[config.mk]
export PLATFORM = sky130hd
export DESIGN_NAME = muon_pulse_trigger_flat
export DESIGN_NICKNAME = d
export VERILOG_FILES = /design/src/rtl/muon_pulse_trigger_pkg.sv /design/src/rtl/muon_pulse_trigger_if.sv /design/src/rtl/pedestal_tracker.sv /design/src/rtl/muon_pulse_trigger.sv /design/src/flat_wrapper.sv
export SDC_FILE = /design/constraint.sdc
export NUM_CORES = 1
export LEC_CHECK = 0
export ABC_AREA = 1
export BUFFER_PORTS_ARGS = -buffer_cell sky130_fd_sc_hd__buf_2
export CORE_MARGIN = 2
export CORE_UTILIZATION = 45
export DETAILED_ROUTE_END_ITERATION = 10
export GPL_TIMING_DRIVEN = 0
export MAX_ROUTING_LAYER = met4
export PLACE_DENSITY = 0.6
export SLEW_MARGIN = 20
export SYNTH_ARGS = -nofsm -noshare
export SYNTH_HDL_FRONTEND = slang
export SYNTH_SLANG_ARGS = --single-unit
[constraint.sdc]
create_clock -name CLK -period 4.1 [get_ports CLK]
set_clock_uncertainty 0.2 [all_clocks]
set_input_delay 0.82 -clock CLK [delete_from_list [all_inputs] [get_ports CLK]]
set_output_delay 0.82 -clock CLK [all_outputs]
set_load 0.01 [all_outputs]
[src/rtl/muon_pulse_trigger_pkg.sv]
// Shared types, widths and helpers for the muon pulse trigger.
package muon_trig_pkg;

    typedef enum logic [1:0] {
        StIdle,
        StPulse,
        StHoldoff
    } state_e;

    localparam int unsigned HG_MSB   = 23;
    localparam int unsigned HG_LSB   = 12;
    localparam int unsigned ADC_W    = 12;
    localparam int unsigned CHARGE_W = 20;
    localparam int unsigned WIDTH_W  = 8;

    // Saturating accumulate of one non-negative sample into the charge sum.
    function automatic logic [CHARGE_W-1:0] sat_add_charge(input logic [CHARGE_W-1:0] acc,
                                                           input logic [ADC_W-1:0]    inc);
        logic [CHARGE_W:0] sum;
        sum = {1'b0, acc} + (CHARGE_W + 1)'(inc);
        return sum[CHARGE_W] ? {CHARGE_W{1'b1}} : sum[CHARGE_W-1:0];
    endfunction

endpackage

[src/rtl/muon_pulse_trigger_if.sv]
// Event record port from the pulse trigger to the muon buffer writer.
interface muon_pulse_trigger_if;
    import muon_trig_pkg::*;

    logic                EVT_VALID;
    logic                EVT_READY;
    logic [ADC_W-1:0]    PEAK;
    logic [CHARGE_W-1:0] CHARGE;
    logic [WIDTH_W-1:0]  WIDTH;

    modport master (
        output EVT_VALID,
        output PEAK,
        output CHARGE,
        output WIDTH,
        input  EVT_READY
    );

    modport slave (
        input  EVT_VALID,
        input  PEAK,
        input  CHARGE,
        input  WIDTH,
        output EVT_READY
    );

endinterface

[src/rtl/pedestal_tracker.sv]
// HG pedestal estimate: first-order IIR accumulator with a freeze input.
module pedestal_tracker
    import muon_trig_pkg::*;
#(
    parameter int unsigned PED_INIT  = 200,
    parameter int unsigned PED_SHIFT = 6
) (
    input  logic             clk_i,
    input  logic             rst_i,
    input  logic             freeze_i,
    input  logic [ADC_W-1:0] hg_i,
    output logic [ADC_W-1:0] baseline_o
);

    localparam int unsigned AccW = ADC_W + PED_SHIFT;
    localparam logic [AccW-1:0] AccInit = AccW'(PED_INIT * (2 ** PED_SHIFT));

    logic [AccW-1:0] acc_q;
    logic [AccW-1:0] acc_d;

    // acc - acc/2^S never exceeds (2^AccW - 2^ADC_W), so adding one sample cannot wrap.
    always_comb begin
        acc_d = acc_q;
        if (!freeze_i) begin
            acc_d = acc_q - (acc_q >> PED_SHIFT) + AccW'(hg_i);
        end
    end

    always_ff @(posedge clk_i) begin
        if (rst_i) begin
            acc_q <= AccInit;
        end else begin
            acc_q <= acc_d;
        end
    end

    assign baseline_o = acc_q[AccW-1:PED_SHIFT];

endmodule

[src/rtl/muon_pulse_trigger.sv]
// Single-channel HG pulse finder: pedestal-relative threshold trigger with peak/charge/width.
module muon_pulse_trigger
    import muon_trig_pkg::*;
#(
    parameter int unsigned PED_INIT  = 200,
    parameter int unsigned PED_SHIFT = 6,
    parameter int unsigned HOLDOFF   = 16,
    parameter int unsigned MAX_LEN   = 255
) (
    input  logic                CLK,
    input  logic                RST,
    input  logic                ENABLE,
    input  logic [HG_MSB:0]     ADC_IN,
    input  logic [ADC_W-1:0]    THRESHOLD,
    output logic                TRIG,
    output logic [ADC_W-1:0]    BASELINE,
    output logic [7:0]          DROP_COUNT,
    muon_pulse_trigger_if.master evt
);

    localparam int unsigned HoldW = ($clog2(HOLDOFF) > 0) ? $clog2(HOLDOFF) : 1;

    logic [ADC_W-1:0]    hg_q;
    logic [ADC_W:0]      diff;
    logic [ADC_W-1:0]    sig;
    logic                above;
    logic                ped_freeze;
    logic                unused_lg;

    state_e              state_q, state_d;
    logic                trig_q, trig_d;
    logic [ADC_W-1:0]    peak_q, peak_d;
    logic [CHARGE_W-1:0] charge_q, charge_d;
    logic [WIDTH_W-1:0]  width_q, width_d;
    logic [HoldW-1:0]    hold_q, hold_d;
    logic                evt_valid_q, evt_valid_d;
    logic [ADC_W-1:0]    evt_peak_q, evt_peak_d;
    logic [CHARGE_W-1:0] evt_charge_q, evt_charge_d;
    logic [WIDTH_W-1:0]  evt_width_q, evt_width_d;
    logic [7:0]          drop_q, drop_d;

    logic                close;
    logic [ADC_W-1:0]    rec_peak;
    logic [CHARGE_W-1:0] rec_charge;
    logic [WIDTH_W-1:0]  rec_width;

    assign unused_lg = ^ADC_IN[HG_LSB-1:0];

    // Input stage is a plain pipeline register; it needs no reset value.
    always_ff @(posedge CLK) begin
        hg_q <= ADC_IN[HG_MSB:HG_LSB];
    end

    assign diff  = {1'b0, hg_q} - {1'b0, BASELINE};
    assign sig   = diff[ADC_W] ? '0 : diff[ADC_W-1:0];
    assign above = (sig > THRESHOLD);

    assign ped_freeze = !((state_q == StIdle) && !above);

    pedestal_tracker #(
        .PED_INIT  (PED_INIT),
        .PED_SHIFT (PED_SHIFT)
    ) u_pedestal (
        .clk_i      (CLK),
        .rst_i      (RST),
        .freeze_i   (ped_freeze),
        .hg_i       (hg_q),
        .baseline_o (BASELINE)
    );

    always_comb begin
        state_d    = state_q;
        trig_d     = 1'b0;
        peak_d     = peak_q;
        charge_d   = charge_q;
        width_d    = width_q;
        hold_d     = hold_q;
        close      = 1'b0;
        rec_peak   = peak_q;
        rec_charge = charge_q;
        rec_width  = width_q;

        case (state_q)
            StIdle: begin
                if (ENABLE && above) begin
                    state_d  = StPulse;
                    trig_d   = 1'b1;
                    peak_d   = sig;
                    charge_d = CHARGE_W'(sig);
                    width_d  = WIDTH_W'(1);
                end
            end
            StPulse: begin
                if (!ENABLE) begin
                    state_d = StIdle;
                end else if (!above) begin
                    close = 1'b1;
                end else begin
                    peak_d     = (sig > peak_q) ? sig : peak_q;
                    charge_d   = sat_add_charge(charge_q, sig);
                    width_d    = width_q + 1'b1;
                    rec_peak   = peak_d;
                    rec_charge = charge_d;
                    rec_width  = width_d;
                    // The sample that reaches MAX_LEN is counted and closes the pulse at once.
                    close      = (width_d == WIDTH_W'(MAX_LEN));
                end
                if (close) begin
                    state_d = StHoldoff;
                    hold_d  = HoldW'(HOLDOFF - 1);
                end
            end
            StHoldoff: begin
                if (hold_q == '0) begin
                    state_d = StIdle;
                end else begin
                    hold_d = hold_q - 1'b1;
                end
            end
            default: state_d = StIdle;
        endcase
    end

    always_comb begin
        evt_valid_d  = evt_valid_q;
        evt_peak_d   = evt_peak_q;
        evt_charge_d = evt_charge_q;
        evt_width_d  = evt_width_q;
        drop_d       = drop_q;

        if (close) begin
            if (!evt_valid_q || evt.EVT_READY) begin
                evt_valid_d  = 1'b1;
                evt_peak_d   = rec_peak;
                evt_charge_d = rec_charge;
                evt_width_d  = rec_width;
            end else if (drop_q != 8'hFF) begin
                drop_d = drop_q + 1'b1;
            end
        end else if (evt_valid_q && evt.EVT_READY) begin
            evt_valid_d = 1'b0;
        end
    end

    always_ff @(posedge CLK) begin
        if (RST) begin
            state_q      <= StIdle;
            trig_q       <= 1'b0;
            peak_q       <= '0;
            charge_q     <= '0;
            width_q      <= '0;
            hold_q       <= '0;
            evt_valid_q  <= 1'b0;
            evt_peak_q   <= '0;
            evt_charge_q <= '0;
            evt_width_q  <= '0;
            drop_q       <= '0;
        end else begin
            state_q      <= state_d;
            trig_q       <= trig_d;
            peak_q       <= peak_d;
            charge_q     <= charge_d;
            width_q      <= width_d;
            hold_q       <= hold_d;
            evt_valid_q  <= evt_valid_d;
            evt_peak_q   <= evt_peak_d;
            evt_charge_q <= evt_charge_d;
            evt_width_q  <= evt_width_d;
            drop_q       <= drop_d;
        end
    end

    assign TRIG       = trig_q;
    assign DROP_COUNT = drop_q;
    assign evt.EVT_VALID = evt_valid_q;
    assign evt.PEAK      = evt_peak_q;
    assign evt.CHARGE    = evt_charge_q;
    assign evt.WIDTH     = evt_width_q;

endmodule

[src/flat_wrapper.sv]
// flat-port wrapper written by rule: the top's interface ports become plain ports
module muon_pulse_trigger_flat import muon_trig_pkg::*;
#(
    parameter int unsigned PED_INIT  = 200,
    parameter int unsigned PED_SHIFT = 6,
    parameter int unsigned HOLDOFF   = 16,
    parameter int unsigned MAX_LEN   = 255
)
  (CLK, RST, ENABLE, ADC_IN, THRESHOLD, TRIG, BASELINE, DROP_COUNT, evt_EVT_VALID, evt_PEAK, evt_CHARGE, evt_WIDTH, evt_EVT_READY);
  muon_pulse_trigger_if evt_i ();
  input  logic CLK;
  input  logic RST;
  input  logic ENABLE;
  input  logic [HG_MSB:0] ADC_IN;
  input  logic [ADC_W-1:0] THRESHOLD;
  output logic TRIG;
  output logic [ADC_W-1:0] BASELINE;
  output logic [7:0] DROP_COUNT;
  output wire logic [$bits(evt_i.EVT_VALID)-1:0] evt_EVT_VALID;
  output wire logic [$bits(evt_i.PEAK)-1:0] evt_PEAK;
  output wire logic [$bits(evt_i.CHARGE)-1:0] evt_CHARGE;
  output wire logic [$bits(evt_i.WIDTH)-1:0] evt_WIDTH;
  input wire logic [$bits(evt_i.EVT_READY)-1:0] evt_EVT_READY;
  assign evt_EVT_VALID = evt_i.EVT_VALID;
  assign evt_PEAK = evt_i.PEAK;
  assign evt_CHARGE = evt_i.CHARGE;
  assign evt_WIDTH = evt_i.WIDTH;
  assign evt_i.EVT_READY = evt_EVT_READY;
  muon_pulse_trigger #(.PED_INIT(PED_INIT), .PED_SHIFT(PED_SHIFT), .HOLDOFF(HOLDOFF), .MAX_LEN(MAX_LEN)) u_core (.CLK(CLK), .RST(RST), .ENABLE(ENABLE), .ADC_IN(ADC_IN), .THRESHOLD(THRESHOLD), .TRIG(TRIG), .BASELINE(BASELINE), .DROP_COUNT(DROP_COUNT), .evt(evt_i));
endmodule
==> results of run 1 <==
## metrics by stage
stage	total power [uW]	setup WS, ns
floorplan	6016	0.4536
global placement	7473	-0.6168
detailed placement	7525	-0.6426
CTS	9537	0.003255
global route	11090	-0.06077
finish	10230	0.1986
## final cells by class
class | instances | area [um^2] | share of cell area (%)
plain buffers | 58 | 429.2 | 3.904
clock buffers | 22 | 464.2 | 4.223
clock inverters | 10 | 137.6 | 1.252
inverters | 202 | 770.7 | 7.011
multi-input cells | 876 | 5592 | 50.87
flip-flops and latches | 126 | 2542 | 23.13
well taps | 260 | 325.3 | 2.959
repair buffers | 118 | 732.0 | 6.658
## final timing paths
check | cells past startpoint | slack, ns | startpoint | to
hold / removal | 2 | 0.26 | u_core.hold_q[1]$_SDFFE_PP0P_ | u_core.hold_q[1]$_SDFFE_PP0P_
setup / recovery | 23 | 0.20 | u_core.u_pedestal.acc_q[13]$_SDFFE_PP1P_ | u_core.charge_q[0]$_SDFFE_PP0P_
setup reg to reg | 23 | 0.20 | u_core.u_pedestal.acc_q[13]$_SDFFE_PP1P_ | u_core.charge_q[0]$_SDFFE_PP0P_
hold reg to reg | 2 | 0.26 | u_core.hold_q[1]$_SDFFE_PP0P_ | u_core.hold_q[1]$_SDFFE_PP0P_
## cell families (layout without fill, tap and decap cells)
logic type	count (synthesis)	in the layout	share of synthesized area, %
AND/OR/NAND/NOR	428	428	21.27
AO/OA/AOI/OAI	330	331	20.80
buffers and inverters	260	410	12.33
flip-flops	126	126	28.94
adder cells (fa/ha/maj)	86	86	13.55
XOR/XNOR	31	31	3.115
## tightest hold or removal path, delay by kind of cell, from the launching register on
kind	cells	cell delay, ns
flip-flops	1	0.30
AO/OA/AOI/OAI	1	0.05
AND/OR/NAND/NOR	1	0.06
## cells in the mapped netlist (all sizes together)
| master | count |
|---|---|
| nand2 | 235 |
| or2 | 6 |
| a21boi | 2 |
| o21ai | 131 |
| clkinv | 1 |
| nand3 | 93 |
| a21oi | 153 |
| buf | 30 |
| and2 | 2 |
| o31ai | 2 |
| xnor2 | 13 |
| dfxtp | 126 |
| ha | 72 |
| a211oi | 1 |
| nand3b | 2 |
| nor3 | 14 |
| o211ai | 9 |
| a21o | 2 |
| a31oi | 3 |
| o21a | 20 |
| a41oi | 1 |
| nand4 | 21 |
| nor2 | 55 |
| fa | 14 |
| clkbuf | 28 |
| inv | 201 |
| o21bai | 6 |
| xor2 | 18 |
## registers in the layout, indices dropped and copies added, names as in the netlist
name	flops
u_core.charge_q	20
u_core.evt.CHARGE	20
u_core.u_pedestal.acc_q	18
u_core.evt.PEAK	12
u_core.hg_q	12
u_core.peak_q	12
u_core.DROP_COUNT	8
u_core.evt.WIDTH	8
u_core.width_q	8
u_core.hold_q	4
u_core.state_q	2
u_core.TRIG	1
u_core.evt.EVT_VALID	1
## where the power goes
part	internal [uW]	switching [uW]	total, uW
clock	987	585	1570
sequential	1640	334	1980
combinational	2550	4130	6680
## metal layers
metal | GRT usage [%] | up-vias
met5 | - | -
met4 | 9.171 | 0
met3 | 4.762 | 47
met2 | 40.42 | 260
met1 | 34.99 | 3975
li1 | - | 4445
## repair_timing
action / 4_1_cts / 5_1_grt
buffers inserted: 11 / 16
gates resized for setup: 80 / 120
endpoints found under the setup margin: 113 / 113
pin swaps: 6 / 25
gates cloned: 2 / 3
==> reports/metrics.yaml, run 1 <==
route:
  finalWirelength_um: 26380
  wl_met3_um: 1346
  wl_per_cell_um: 15.78
  top_layer_used: "met4"
  vias_per_cell: 5.219
  met1_length_um: 12620
  drtAntennaViolNets: 0
  dr.first_iter.drc_count: 548
  first_pass_iters: 6
  drc: 0
  dr_total_vias: 8727
  wl_met2_um: 11690
cts:
  cts_sinks: 126
  clk_pin_slew_ns: 0.06
  holdBufCountCts: 0
  htree_levels: 4
  cts-buffers-inserted: 17
  clockBufferDepth: 2
  root_buffer: "clkbuf_16"
  insertion_delay_ns: 0.42
  cts_tree: "yes"
synth:
  ys_seq_area_share_pct: 28.94
  yosysTopAreaCell: "dfxtp_1"
  syn-cell-area_mm2: 0.008717
  ys_warn_count: 0
  synth_cells: 1261
  synthesis.nets: 1387
  ys_ff_latch: 126
  synth_area_leaders: "dfxtp_1 (29%), ha_1 (10%), nand2_1 (10%), inv_1 (8.5%), a21oi_1 (8.2%)"
  synth.distinct_cells: 39
  synth_top_area_share_pct: 28.94
  syn_avg_cell_area_um2: 6.913
die:
  ios: 102
  fp.dieH_um: 143.2
  core_mm2: 0.01883
  dieArea_mm2: 0.02050
  placementRows: 50
  start_util_pct: 46.29
  die_x_um: 143.2
min_path:
  hp-class: "reg -> reg"
setup_path:
  crit_type: "reg -> reg"
  endpoint_kind: "flip-flop"
  crit_path_frequent_cell: "nand2_2"
  crit_buf_inv: 6
  cp_top_family: "simple AND/OR/NAND/NOR gates"
  worst_setup_path_start_kind: "flip-flop"
  cp.arrival_ns: 4.00
  crit_slowest_cell: "dfxtp_4"
  worstPathMaxFanout: 10
  path_cells: "inv_1 -> ha_1 -> a21oi_1 -> a21boi_2 -> nand2_2 -> nand2_2 -> nand2_4 -> buf_4 -> nand2_2 -> inv_1 -> ha_1 -> fa_2 -> nand3_1 -> nand2_2 -> inv_1 -> nor2_1 -> nor2_2 -> inv_1 -> nand2_1 -> nand2_2 -> buf_8 -> o21ai_4 -> a21oi_1"
  worstPathRequired_ns: 4.20
  critPathMaxStageDelay_ns: 0.39
final_layout:
  diodes: 0
  stdcell_area_mm2: 0.01099
  fin_cells: 1672
  area_growth_syn_to_layout_pct: 26.11
  fin_util_pct: 58.38
  drive_gt1_share_pct: 22.17
  final_cell_mix: "nand2_1 (217), inv_1 (183), a21oi_1 (124)"
  nets: 1525
  final_common_cell: "nand2_1"
  fillers: 1833
timing:
  min_period_ns: 3.901
  tns_ns: 0
  timing.hold.ws_ns: 0.2600
  fin_crit_sh_pct: 95.16
  slew_violations: 0
  max_freq_mhz: 256.3
  hold_viol_final: 0
  final-setup-viol-count: 0
  worst_pin_slew_ns: 0.9229
  slew_headroom_pct: 38.47
outcome:
  status: "complete, no violations"
global_route:
  overflow: 0
  grt_pass1_wl_um: 41260
  first_global_vias: 8012
  grt_start_max_net_pins: 17
  antenna_found_initial: 0
  grt_usage_pct: 26.38
placement:
  hpwl_um: 19580
  placed_cell_area_mm2: 0.009478
  gp_congestion: 0.9328
  numPortBuffers: 87
  dp_cells: 1608
power_and_ir_drop:
  leakagePower_uw: 0.005266
  ir_drop_uv: 416.3
  p_per_area_mw_per_mm2: 930.6
flow_run:
  cap_violations: 0
Power figures use the tool's default switching activity.
==> inputs of run 2 (changes only) <==
==> constraint.sdc (replaced) <==
create_clock -name CLK -period 3.9 [get_ports CLK]
set_clock_uncertainty 0.2 [all_clocks]
set_input_delay 0.78 -clock CLK [delete_from_list [all_inputs] [get_ports CLK]]
set_output_delay 0.78 -clock CLK [all_outputs]
set_load 0.005 [all_outputs]
==> run 2 against run 1 <==
Clock-buffer cell count is the same. Critical path depth is 5 higher. Worst hold slack barely moved. Die area stayed put. Final cell count increased by 0.90%. Register-to-register slack got worse by 0.10 ns. Setup slack got worse by 0.10 ns. Clock power up 5%. Non-clock buffer count is 15 higher. Critical endpoint unchanged. Highest routed layer unchanged.
==> reports/metrics.yaml, run 2 (synthesized netlist as in run 1, its figures left out) <==
outcome:
  status: "complete, no violations"
final_layout:
  diodes: 0  # unchanged
  stdcell_area_mm2: 0.01176  # +7.0%
  fin_cells: 1687  # +0.90%
  drive_gt1_share_pct: 28.10  # +5.9 points
  fin_util_pct: 62.47  # +4.1 points
  area_growth_syn_to_layout_pct: 34.94
  final_cell_mix: "nand2_1 (199), inv_1 (177), a21oi_1 (113), dfxtp_1 (113), buf_2 (88)"
  nets: 1540  # +0.98%
  final_common_cell: "nand2_1"
route:
  wl_per_cell_um: 16.49  # +4.5%
  drc: 0  # unchanged
  drtAntennaViolNets: 0  # unchanged
  finalWirelength_um: 27830  # +5.5%
  dr_total_vias: 8885  # +1.8%
  vias_per_cell: 5.267  # +0.91%
  first_pass_iters: 5  # -1
  dr.first_iter.drc_count: 632  # +15%
setup_path:
  cp.arrival_ns: 3.90  # -0.10 ns
  worstPathRequired_ns: 3.99  # -0.21 ns
  critPathMaxStageDelay_ns: 0.38  # about the same
  endpoint_kind: "flip-flop"
  worst_setup_path_start_kind: "flip-flop"
  crit_slowest_cell: "fa_2"
  crit_type: "reg -> reg"
  worstPathMaxFanout: 5  # -5
cts:
  htree_levels: 4  # unchanged
  cts_tree: "yes"
  clk_pin_slew_ns: 0.06  # about the same
  root_buffer: "clkbuf_16"
  cts_sinks: 126  # unchanged
  insertion_delay_ns: 0.42  # about the same
  holdBufCountCts: 0  # unchanged
  clockBufferDepth: 2  # unchanged
  cts-buffers-inserted: 17  # unchanged
global_route:
  first_global_vias: 8237  # +2.8%
  antenna_found_initial: 0  # unchanged
  grt.busiest_layer: "met2"
  grt_usage_pct: 26.94  # +0.57 points
  grt_use_met1_pct: 35.25  # +0.26 points
  gr-usage-met2_pct: 41.83  # +1.4 points
  grt_start_max_net_pins: 17  # unchanged
  grt_pass1_wl_um: 42160  # +2.2%
  overflow: 0  # unchanged
  grtUsageMet3_pct: 4.963  # +0.20 points
placement:
  gp_congestion: 0.9328  # unchanged
  numPortBuffers: 87  # unchanged
  placed_cell_area_mm2: 0.009478  # unchanged
  dp_cells: 1608  # unchanged
  hpwl_um: 19580  # unchanged
die:
  start_util_pct: 46.29  # unchanged
  fp.dieH_um: 143.2  # unchanged
  placementRows: 50  # unchanged
  ios: 102  # unchanged
  dieArea_mm2: 0.02050  # unchanged
  die_x_um: 143.2  # unchanged
  core_mm2: 0.01883  # unchanged
timing:
  fin_crit_sh_pct: 97.60  # +2.4 points
  worst_pin_slew_ns: 0.9845  # +0.06160 ns
  min_period_ns: 3.806  # -0.09518 ns
  rsz0062_at_grt: "yes"
  slew_violations: 0  # unchanged
  final-setup-viol-count: 0  # unchanged
  slew_headroom_pct: 34.37  # -4.1 points
  max_freq_mhz: 262.7  # +2.5%
  hold_viol_final: 0  # unchanged
power_and_ir_drop:
  ir_drop_uv: 459.0  # +10%
  pwr-share-seq_pct: 18.1  # -1.2 points
  p_per_area_mw_per_mm2: 985.5  # +5.9%
  leakagePower_uw: 0.005451  # +3.5%
  clkPwrFrac_pct: 14.3  # -1.1 points
  p_int_uw: 5919  # +14%
  p_sw_uw: 5673  # +12%
  swShare_pct: 48.94  # -0.40 points
  p_comb_share_pct: 67.7  # +2.4 points
min_path:
  hp-class: "reg -> reg"
flow_run:
  cap_violations: 0  # unchanged
==> run 2: cell count changes in the layout (fill, tap and decap cells not counted), sizes merged <==
cell / previous run / this run
clkinv: 5 / 6
inv: 202 / 201
clkbuf: 49 / 50
buf: 149 / 163
==> run 2: path summary, 6_finish.rpt <==
| path | startpoint | end | slack [ns] | cells past startpoint |
|---|---|---|---|---|
| worst max-delay path | u_core.hg_q[0]$_DFF_P_ | u_core.charge_q[0]$_SDFFE_PP0P_ | 0.09 | 28 |
| worst max register to register | u_core.hg_q[0]$_DFF_P_ | u_core.charge_q[0]$_SDFFE_PP0P_ | 0.09 | 28 |
| worst min-delay path | u_core.hold_q[1]$_SDFFE_PP0P_ | u_core.hold_q[1]$_SDFFE_PP0P_ | 0.26 | 2 |
| worst min register to register | u_core.hold_q[1]$_SDFFE_PP0P_ | u_core.hold_q[1]$_SDFFE_PP0P_ | 0.26 | 2 |
==> run 2: worst max-delay path: cells and delay by family (launching register included) <==
family	cells	cell delay, ns
AND/OR/NAND/NOR	16	1.31
flip-flops	1	0.32
adder cells (fa/ha/maj)	3	0.84
buffers and inverters	7	0.74
AO/OA/AOI/OAI	2	0.26
==> run 2: through the flow <==
stage	worst slack [ns]	setup TNS, ns	total power [uW]	hold slack (ns)
after floorplan	0.2536	0	6268	0.2410
after global placement	-0.8168	-68.46	7798	0.2528
after detailed placement	-0.8426	-74.52	7853	0.2604
after CTS	0.0008487	0	10430	0.2467
after global routing	-0.09554	-3.590	12490	0.2467
final	0.09376	0	11590	0.2600
==> run 2: cell type report <==
type | count | area (um^2)
Buffer | 58 | 483.0
Clock buffer | 22 | 464.2
Clock inverter | 10 | 137.6
Fill cell | 1703 | 7068
Inverter | 202 | 794.5
Multi-Input combinational cell | 876 | 6057
Sequential cell | 126 | 2554
Tap cell | 260 | 325.3
Timing Repair Buffer | 133 | 947.2
==> run 2: layer usage <==
| metal | up-vias | routed length (um) |
|---|---|---|
| li1 | 4477 | - |
| met1 | 4098 | 13080 |
| met2 | 250 | 12570 |
| met3 | 60 | 1302 |
| met4 | 0 | 883 |
| met5 | - | 0 |
==> run 2: what timing repair did <==
item / in CTS / in global routing
buffers inserted: 28 / 10
gates resized for setup: 136 / 194
gates cloned: 3 / 7
pin swaps: 14 / 54
setup endpoints to repair: 114 / 112
==> run 2: power groups by stage <==
stage / Combinational, uW / Clock, uW / Sequential, uW
2_1_floorplan: 4270 / 0 / 2000
3_3_place_gp: 5730 / 0 / 2070
3_5_place_dp: 5780 / 0 / 2070
4_1_cts: 6690 / 1670 / 2060
5_1_grt: 8620 / 1730 / 2150
6_report: 7850 / 1650 / 2090
==> inputs of run 3 (changes only) <==
--- a/config.mk
+++ b/config.mk
@@ -5,7 +5,6 @@
 export SDC_FILE = /design/constraint.sdc
 export NUM_CORES = 1
 export LEC_CHECK = 0
-export ABC_AREA = 1
 export BUFFER_PORTS_ARGS = -buffer_cell sky130_fd_sc_hd__buf_2
 export CORE_MARGIN = 2
 export CORE_UTILIZATION = 45
@@ -13,7 +12,7 @@
 export GPL_TIMING_DRIVEN = 0
 export MAX_ROUTING_LAYER = met4
 export PLACE_DENSITY = 0.6
-export SLEW_MARGIN = 20
+export SLEW_MARGIN = 40
 export SYNTH_ARGS = -nofsm -noshare
 export SYNTH_HDL_FRONTEND = slang
 export SYNTH_SLANG_ARGS = --single-unit
==> run 3 against run 2 <==
The run now ends with setup timing left. Total power up 4.2%. Synthesized cell count decreased by 17%. Final cell count decreased by 7.5%. Maximum frequency shrank 20%. Non-clock buffer count up 114. Die area decreased by 2.2%. Critical path depth down 7. Critical path type unchanged. Largest power group unchanged.
==> reports/metrics.yaml, run 3 <==
outcome:
  status: "complete, but fails checks"
  violations: "setup timing"
min_path:
  hp-class: "reg -> reg"
  worstHoldStart: "u_core.evt.CHARGE[7]$_SDFFE_PP0P_"
setup_path:
  setup.worst_path.start: "u_core.u_pedestal.acc_q[6]$_SDFFE_PP0P_"
  critPathMaxStageDelay_ns: 0.41  # +0.03 ns
  crit_type: "reg -> reg"
  rr_endpoint: "u_core.charge_q[5]$_SDFFE_PP0P_"
  reg2reg_slack_ns: -0.85  # -0.94 ns
  rr_startpoint: "u_core.u_pedestal.acc_q[6]$_SDFFE_PP0P_"
  worstPathMaxFanout: 4  # -1
  worst_setup_path_start_kind: "flip-flop"
  cp.arrival_ns: 4.84  # +0.94 ns
  worstPathRequired_ns: 3.99  # about the same
  endpoint_kind: "flip-flop"
  path_cells: "ha_4 -> fa_2 -> and2b_2 -> o31ai_4 -> a21o_1 -> a21oi_4 -> nor4_4 -> buf_4 -> nor3_4 -> ha_2 -> fa_2 -> a21o_1 -> a41oi_2 -> a31oi_4 -> a221oi_4 -> o211ai_2 -> buf_6 -> buf_6 -> o221a_4 -> a211oi_2 -> nor3_1"
  reg2reg_depth: 21  # -25%
  crit_end: "u_core.charge_q[5]$_SDFFE_PP0P_"
  crit_slowest_cell: "fa_2"
timing:
  hold_viol_final: 0  # unchanged
  fin_crit_sh_pct: 121.7  # +24 points
  slew_headroom_pct: 32.09  # -2.3 points
  final-setup-viol-count: 114  # +114
  min_period_ns: 4.748  # +0.9418 ns
  rsz0062_at_grt: "yes"
  setup_slack_ns: -0.8480  # -0.9418 ns
  worst_pin_slew_ns: 1.019  # +0.03411 ns
  slew_violations: 0  # unchanged
  max_freq_mhz: 210.6  # -20%
global_route:
  first_global_vias: 8889  # +7.9%
  overflow: 0  # unchanged
  antenna_found_initial: 0  # unchanged
  grt_start_max_net_pins: 17  # unchanged
  grt_usage_pct: 31.58  # +4.6 points
  grt_pass1_wl_um: 47780  # +13%
die:
  dieArea_mm2: 0.02005  # -2.2%
  start_util_pct: 45.71  # -0.58 points
  fp.dieH_um: 141.6  # -1.1%
  placementRows: 50  # unchanged
  ios: 102  # unchanged
  core_mm2: 0.01864  # -1.0%
  die_x_um: 141.6  # -1.1%
synth:
  synth-main-ff-cell: "dfxtp_1"
  synth.distinct_cells: 83  # +110%
  syn-cell-area_mm2: 0.008522  # -2.2%
  synth_area_leaders: "dfxtp_1 (30%), ha_1 (11%), a21oi_1 (5.3%), inv_1 (4.3%), nand2_1 (4.1%)"
  ys_seq_area_share_pct: 29.60  # +0.66 points
  synthesis.nets: 1172  # -16%
  ys_ff_latch: 126  # unchanged
  synth_cells: 1046  # -17%
  synth-async-reset-ratio_pct: 0  # unchanged
  yosysTopAreaCell: "dfxtp_1"
  synth_common_cells: "dfxtp_1 (126), inv_1 (97), nand2_1 (94), a21oi_1 (91), nor2_1 (78)"
  synth_most_common_cell: "dfxtp_1"
  synth_top_area_share_pct: 29.60  # +0.66 points
  ys_warn_count: 0  # unchanged
  syn_avg_cell_area_um2: 8.147  # +18%
  synth-edff-count: 0  # unchanged
cts:
  cts_tree: "yes"
  root_buffer: "clkbuf_16"
  htree_levels: 4  # unchanged
  clockBufferDepth: 2  # unchanged
  cts_sinks: 126  # unchanged
  clk_pin_slew_ns: 0.06  # about the same
  insertion_delay_ns: 0.43  # about the same
  holdBufCountCts: 0  # unchanged
  cts-buffers-inserted: 17  # unchanged
final_layout:
  diodes: 0  # unchanged
  nets: 1440  # -6.5%
  fin_cells: 1561  # -7.5%
  final_common_cell: "dfxtp_1"
  final_cell_mix: "dfxtp_1 (118), inv_1 (93), buf_4 (93)"
  drive_gt1_share_pct: 44.08  # +16 points
  area_growth_syn_to_layout_pct: 57.36
  fin_util_pct: 71.93  # +9.5 points
flow_run:
  cap_violations: 0  # unchanged
route:
  finalWirelength_um: 33150  # +19%
  first_pass_iters: 5  # unchanged
  vias_per_cell: 6.007  # +14%
  dr.first_iter.drc_count: 909  # +44%
  drtAntennaViolNets: 0  # unchanged
  dr_total_vias: 9377  # +5.5%
  drc: 0  # unchanged
  wl_per_cell_um: 21.23  # +29%
power_and_ir_drop:
  leakagePower_uw: 0.005667  # +4.0%
  ir_drop_uv: 471.2  # +2.7%
  p_per_area_mw_per_mm2: 901.0  # -8.6%
placement:
  hpwl_um: 18920  # -3.4%
  dp_cells: 1369  # -15%
  gp_congestion: 0.9056  # -2.9%
  numPortBuffers: 89  # +2.3%
run 3: cell count changes after synthesis, sizes merged, moves of 10 or more:
cell	before	now
nand4	21	10
a21o	2	20
and3	0	12
nor3	14	39
mux2i	0	14
o221a	0	10
a31oi	3	16
o21ai	131	47
a21oi	153	94
a211oi	1	30
nor2	55	80
inv	201	97
nand2	235	95
nand3	93	35
run 3: timing repair:
item,in CTS,in global routing
setup endpoints to repair,114,114
gates resized for setup,270,175
gates cloned,14,3
setup buffers,115,45
pin swaps,126,135
run 3: per-layer routing:
metal / GRT usage, % / part of all wire, %
met5: - / 0
met4: 14.47 / 5.5
met3: 5.974 / 7.0
met2: 51.18 / 47
met1: 38.27 / 40
run 3: cells by family (layout without fill, tap and decap cells):
logic type / count (synthesis) / in the layout / share of synthesized area, %
XOR/XNOR: 37 / 37 / 3.803
buffers and inverters: 157 / 436 / 8.061
AND/OR/NAND/NOR: 331 / 332 / 19.32
flip-flops: 126 / 126 / 29.60
AO/OA/AOI/OAI: 295 / 296 / 23.71
multiplexers: 14 / 14 / 1.644
adder cells (fa/ha/maj): 86 / 86 / 13.86
run 3: final cells by class:
type | instances | area [um^2]
Timing Repair Buffer | 252 | 2187
Fill cell | 1324 | 5233
Clock buffer | 20 | 446.7
Clock inverter | 12 | 136.4
Tap cell | 234 | 292.8
Sequential cell | 126 | 2537
Inverter | 99 | 371.6
Buffer | 53 | 506.7
Multi-Input combinational cell | 765 | 6932
run 3: power by group:
| group | total (uW) | switching [uW] | internal [uW] |
|---|---|---|---|
| combinational | 8670 | 4600 | 4060 |
| clock | 1620 | 657 | 961 |
| sequential | 1800 | 266 | 1530 |
run 3: how the worst min path moves through the flow:
stage / slack [ns] / endpoint / cells after the start
4_1_cts: 0.24 / u_core.hg_q[1]$_DFF_P_ / 1
5_1_grt: 0.24 / u_core.hg_q[9]$_DFF_P_ / 1
3_5_place_dp: 0.24 / u_core.evt.CHARGE[7]$_SDFFE_PP0P_ / 2
6_report: 0.25 / u_core.evt.CHARGE[7]$_SDFFE_PP0P_ / 2
2_1_floorplan: 0.23 / u_core.u_pedestal.acc_q[4]$_SDFFE_PP0P_ / 2
3_3_place_gp: 0.24 / u_core.evt.CHARGE[14]$_SDFFE_PP0P_ / 2
run 3: worst max-delay path: cells and delay by family, from the launching register on:
family,cells,cell delay (ns)
and+or+nand+nor,4,0.56
DFF,1,0.37
adders and majority gates,4,0.91
AOI/OAI and AO/OA,10,2.08
buffers and inverters,3,0.47
run 3: per-stage QoR:
step | area [um^2] | hold slack, ns | setup TNS, ns | setup slack, ns | power, uW
6_report | 13410 | 0.2467 | -80.15 | -0.8480 | 12080
5_1_grt | 13410 | 0.2414 | -97.34 | -1.006 | 12700
4_1_cts | 12390 | 0.2403 | -79.68 | -0.8420 | 10680
3_5_place_dp | 9505 | 0.2440 | -162.54 | -1.733 | 6766
3_3_place_gp | 9457 | 0.2387 | -184.91 | -1.953 | 6687
2_1_floorplan | 8718 | 0.2319 | -54.63 | -0.5830 | 5489
